### src/rtl/spi_pkg.sv
// Lane-mode constants and mode-to-step decode shared by the SPI frame collector.
package spi_pkg;

    localparam logic [1:0] MODE_1B   = 2'b00;
    localparam logic [1:0] MODE_2B   = 2'b01;
    localparam logic [1:0] MODE_4B   = 2'b11;
    localparam logic [1:0] MODE_IDLE = 2'b10;

    function automatic logic [2:0] mode_step(input logic [1:0] mode);
        case (mode)
            MODE_1B: return 3'd1;
            MODE_2B: return 3'd2;
            MODE_4B: return 3'd4;
            default: return 3'd0;
        endcase
    endfunction

endpackage

### src/rtl/spi_frame_fifo.sv
// Frame FIFO: power-of-2 depth, wrapping pointers, unreset storage, occupancy count.
module spi_frame_fifo #(
    parameter int WIDTH = 8,
    parameter int DEPTH = 4
) (
    input  logic                     clk,
    input  logic                     rst_n,
    input  logic                     push,
    input  logic [WIDTH-1:0]         din,
    input  logic                     pop,
    output logic [WIDTH-1:0]         dout,
    output logic                     full,
    output logic                     empty,
    output logic [$clog2(DEPTH):0]   level
);

    localparam int AW = $clog2(DEPTH);

    logic [WIDTH-1:0] mem [DEPTH];
    logic [AW-1:0]    wr_ptr;
    logic [AW-1:0]    rd_ptr;
    logic             wr_en;
    logic             rd_en;

    // A push into a full FIFO is only taken when the head leaves on the same edge.
    assign rd_en = pop && !empty;
    assign wr_en = push && (!full || rd_en);
    assign full  = (level == (AW+1)'(DEPTH));
    assign empty = (level == '0);
    assign dout  = mem[rd_ptr];

    always_ff @(posedge clk) begin
        if (wr_en) mem[wr_ptr] <= din;
    end

    always_ff @(posedge clk or negedge rst_n) begin
        if (!rst_n) begin
            wr_ptr <= '0;
            rd_ptr <= '0;
            level  <= '0;
        end else begin
            if (wr_en) wr_ptr <= wr_ptr + 1'b1;
            if (rd_en) rd_ptr <= rd_ptr + 1'b1;
            case ({wr_en, rd_en})
                2'b10:   level <= level + 1'b1;
                2'b01:   level <= level - 1'b1;
                default: level <= level;
            endcase
        end
    end

endmodule

### src/rtl/spi_frame_collector.sv
// Counts shifted bits of an upstream SPI shift register and queues each completed frame.
// Optional dropped-frame counter enabled by defining SPI_FRAME_OVF_CNT_EN.
module spi_frame_collector
    import spi_pkg::*;
#(
    parameter int   REGSIZE    = 8,
    parameter logic SELECTCODE = 1'b0,
    parameter int   DEPTH      = 4
) (
    input  logic                   clk,
    input  logic                   rst_n,
    input  logic [REGSIZE-1:0]     reg_data,
    input  logic [1:0]             S,
    input  logic                   writeSelect,
    input  logic                   sync_clr,
    output logic [REGSIZE-1:0]     m_data,
    output logic                   m_valid,
    input  logic                   m_ready,
    output logic [$clog2(DEPTH):0] level,
    output logic                   misalign_err,
    output logic [7:0]             ovf_cnt
);

    localparam int            CW    = $clog2(REGSIZE);
    localparam logic [CW:0]   FRAME = (CW+1)'(REGSIZE);

    logic [CW-1:0] cnt_p0;
    logic [2:0]    step_p0;
    logic [CW:0]   sum_p0;
    logic          shift_p0;
    logic          wrap_p0;
    logic          over_p0;
    logic          vld_p1;
    logic          pop;
    logic          accept;
    logic          full;
    logic          empty;

    assign step_p0  = mode_step(S);
    assign shift_p0 = (writeSelect == SELECTCODE) && (step_p0 != 3'd0);
    assign sum_p0   = {1'b0, cnt_p0} + (CW+1)'(step_p0);
    assign wrap_p0  = (sum_p0 >= FRAME);
    assign over_p0  = (sum_p0 > FRAME);

    // Stage p0 -> p1: bit count and capture arm; the upstream register settles on the same edge.
    always_ff @(posedge clk or negedge rst_n) begin
        if (!rst_n) begin
            cnt_p0       <= '0;
            vld_p1       <= 1'b0;
            misalign_err <= 1'b0;
        end else if (sync_clr) begin
            cnt_p0 <= '0;
            vld_p1 <= 1'b0;
        end else begin
            vld_p1 <= shift_p0 && wrap_p0;
            if (shift_p0) cnt_p0 <= wrap_p0 ? CW'(sum_p0 - FRAME) : sum_p0[CW-1:0];
            if (shift_p0 && over_p0) misalign_err <= 1'b1;
        end
    end

    // Stage p1: frame capture into the FIFO; a clear on this edge cancels it.
    assign pop     = m_valid && m_ready;
    assign accept  = vld_p1 && !sync_clr && (!full || pop);
    assign m_valid = !empty;

    spi_frame_fifo #(
        .WIDTH (REGSIZE),
        .DEPTH (DEPTH)
    ) u_fifo (
        .clk   (clk),
        .rst_n (rst_n),
        .push  (accept),
        .din   (reg_data),
        .pop   (pop),
        .dout  (m_data),
        .full  (full),
        .empty (empty),
        .level (level)
    );

`ifdef SPI_FRAME_OVF_CNT_EN
    logic drop;
    assign drop = vld_p1 && !sync_clr && !accept;

    always_ff @(posedge clk or negedge rst_n) begin
        if (!rst_n)                       ovf_cnt <= 8'd0;
        else if (drop && ovf_cnt != 8'hFF) ovf_cnt <= ovf_cnt + 8'd1;
    end
`else
    assign ovf_cnt = 8'd0;
`endif

endmodule

### config.mk
export PLATFORM = sky130hd
export DESIGN_NAME = spi_frame_collector
export DESIGN_NICKNAME = d
export VERILOG_FILES = /design/src/rtl/spi_pkg.sv /design/src/rtl/spi_frame_fifo.sv /design/src/rtl/spi_frame_collector.sv
export SDC_FILE = /design/constraint.sdc
export NUM_CORES = 1
export LEC_CHECK = 0
export BUFFER_PORTS_ARGS = -buffer_cell sky130_fd_sc_hd__buf_2
export CAP_MARGIN = 5
export CORE_AREA = 2 2 74 76
export DETAILED_ROUTE_END_ITERATION = 10
export DIE_AREA = 0 0 76 78
export SLEW_MARGIN = 20
export SYNTH_ARGS = -nofsm -noshare
export SYNTH_HDL_FRONTEND = slang
export SYNTH_SLANG_ARGS = --single-unit
### constraint.sdc
create_clock -name clk -period 5.15 [get_ports clk]
set_clock_uncertainty 0.1 [all_clocks]
set_input_delay 0.7725 -clock clk [delete_from_list [all_inputs] [get_ports clk]]
set_output_delay 0.7725 -clock clk [all_outputs]
set_load 0.01 [all_outputs]
==> reports/results.ini <==
[die]
ios=36
initial_core_util_pct=39.1
die_width_um=76
die_y_um=78
num_rows=26
dieArea_um2=5930
core_area_um2=5040

[synthesis]
synth_edf_count=32
muxShareOfSynthArea_pct=10.4
ys_ff_latch=44
synthArstFlopShare_pct=27.3
synthSimpleGateAreaFrac_pct=7.23
ys.warnings.count=0
synth.distinct_cells=29
synth_compound_area_share_pct=3.42
netlist_area_um2=1970
synthAdderAreaFrac_pct=7.10
synthXorXnorAreaFrac_pct=3.11
synth_seq_area_share_pct=63.9
yosys_most_used_dff=edfxtp_1
synth_top_family_by_area=multiplexers
syn_inst=116
synth_area_per_cell_um2=17.0

[routing]
drt-initial-drc-count=42
viasPerCell=4.71
drt-total-wl_mm=3.18
vias=1027
drcViolationCount=0
dr.pass1.iters=4
antenna_left=0
drt-wirelength-per-cell_um=14.6

[global_routing]
grt_pass1_vias=1141
grt_antenna_before_repair=0
met3_usage_pct=4.53
grtUsageTotal_pct=12.0
overflow=0
grt_use_met1_pct=13.6
grt_max_degree=15
grt_use_met2_pct=21.9
grt.busiest_layer=met2
grt_pass1_wl_mm=5.46

[timing]
hold_violations=0
tns_ns=0
slew_viol_final=0
min_period_over_period_pct=50.9
setup_viol=0
max_slew_margin_pct=60.9
period_needed_ns=2.62
rsz0062_at_grt=false
fmax_mhz=382
setup_ws_ns=2.53
worstMarginPinSlew_ns=0.587

[cts]
clockBufferDepth=2
cts_buffers=5
cts_resized=0
cts_htree_levels=2
cts_setup_buffers=0
ctsHoldBuffers=0
clk_latency_ns=0.29
clock-sinks=44
path_clk_slew_ns=0.08
root_buffer=clkbuf_8
cts_tree=done

[pwr]
power_density_nw_per_um2=410
leakagePower_nw=0.879
peakVddDrop_uv=264

[worst_setup_path]
crit_buf_inv=1
regToRegEndpoint=u_fifo.level[2]$_DFFE_PN0P_
reg2regPathDepth=9
reg2reg_from=u_fifo.level[0]$_DFFE_PN0P_
required_ns=4.28
worst_ep_arrival_time_ns=1.75
critPathMaxStageDelay_ns=0.72
cp-endpoint=m_data[5]
cp_top_family=flip-flops
endpoint_kind=output port
crit_start=u_fifo.rd_ptr[0]$_DFFE_PN0P_
cp_slowest_cell=dfrtp_1
crit_path_max_fanout=10
critPathKind=reg2out
rrSetupSlack_ns=2.94
cp-start-kind=register
path_cells=mux4_2 -> buf_2
crit_cells=2

[placed_design]
routabilityCongestion=0.656
port-buffer-count=27
pre_cts_ws_ns=2.59
dpl_cell_area_um2=2150
dpl.hpwl_mm=2.29

[flow_run]
drv_cap=0

[final_layout]
fin_nets=172
fin_area_um2=2240
drive_above_1_share_pct=32.4
areaGrowthSynthToFinish_pct=13.4
diodes=0
layout_commonest_cell=edfxtp_1
final_cell_mix=edfxtp_1, buf_2, dfrtp_1

[outcome]
status=complete, no violations

[min_path]
worstHoldPathType=in2async

==> synth_stat cells (2+ instances only) <==
cell type	number	area share, %
o21ai_0	3	0.76
edfxtp_1	32	49
buf_4	8	3.0
mux4_2	8	9.1
inv_1	6	1.1
nor2_1	2	0.38
xor2_1	4	1.8
nor2b_1	2	0.63
ha_1	8	5.1
dfrtp_1	12	15
or3b_1	3	1.3
a21oi_1	4	1.0
and2_1	5	1.6
fa_1	2	2.0
xnor2_1	3	1.3
==> kinds of logic after synthesis <==
logic type,after synthesis
multiplexers,10
AND/OR/NAND/NOR,18
XOR/XNOR,7
adder cells (fa/ha/maj),10
other,1
buffers and inverters,16
flip-flops,44
AO/OA/AOI/OAI,10
==> how the worst min path moves through the flow <==
stage / from / endpoint / slack [ns] / cells past startpoint
floorplan: rst_n / cnt_p0[0]$_DFFE_PN0P_ / 0.38 / 0
global placement: misalign_err$_DFFE_PN0P_ / misalign_err$_DFFE_PN0P_ / 0.34 / 1
detailed placement: misalign_err$_DFFE_PN0P_ / misalign_err$_DFFE_PN0P_ / 0.35 / 1
CTS: rst_n / cnt_p0[2]$_DFFE_PN0P_ / 0.25 / 1
global route: rst_n / u_fifo.level[2]$_DFFE_PN0P_ / 0.25 / 1
finish: rst_n / cnt_p0[2]$_DFFE_PN0P_ / 0.25 / 1
==> per-stage QoR <==
stage	total power (W)	hold WS, ns	cells	util, %
global placement	0.000714	0.338	210	42.7
global route	0.000973	0.247	218	44.4
floorplan	0.000642	0.377	123	-
detailed placement	0.000726	0.350	210	42.7
finish	0.000919	0.252	218	44.4
CTS	0.000934	0.254	218	44.4
==> layer usage <==
metal  routed length (um)  vias to the layer above  part of all wire (%)
met5                    0                        -                     0
met4                   10                        0                  0.31
met3                  170                        2                   5.3
met2                 1660                       30                    52
met1                 1340                      517                    42
li1                     -                      478                     -
==> state kept, by name (all words and copies together), names as in the netlist <==
name,flops
u_fifo.level,3
misalign_err,1
u_fifo.mem,32
u_fifo.wr_ptr,2
vld_p1,1
cnt_p0,3
u_fifo.rd_ptr,2
==> cell type report <==
cell class,count,area [um^2]
Sequential cell,44,1260
Multi-Input combinational cell,63,647
Inverter,6,22.5
Clock buffer,6,72.6
Clock inverter,2,12.5
Tap cell,70,87.6
Fill cell,470,2800
Timing Repair Buffer,27,135
==> where the power goes <==
part / switching (W) / internal, W
clock network: 0.000110 / 0.0000947
logic: 0.000105 / 0.000138
registers: 0.0000642 / 0.000407
total: 0.000279 / 0.000640
Power figures use the tool's default switching activity.
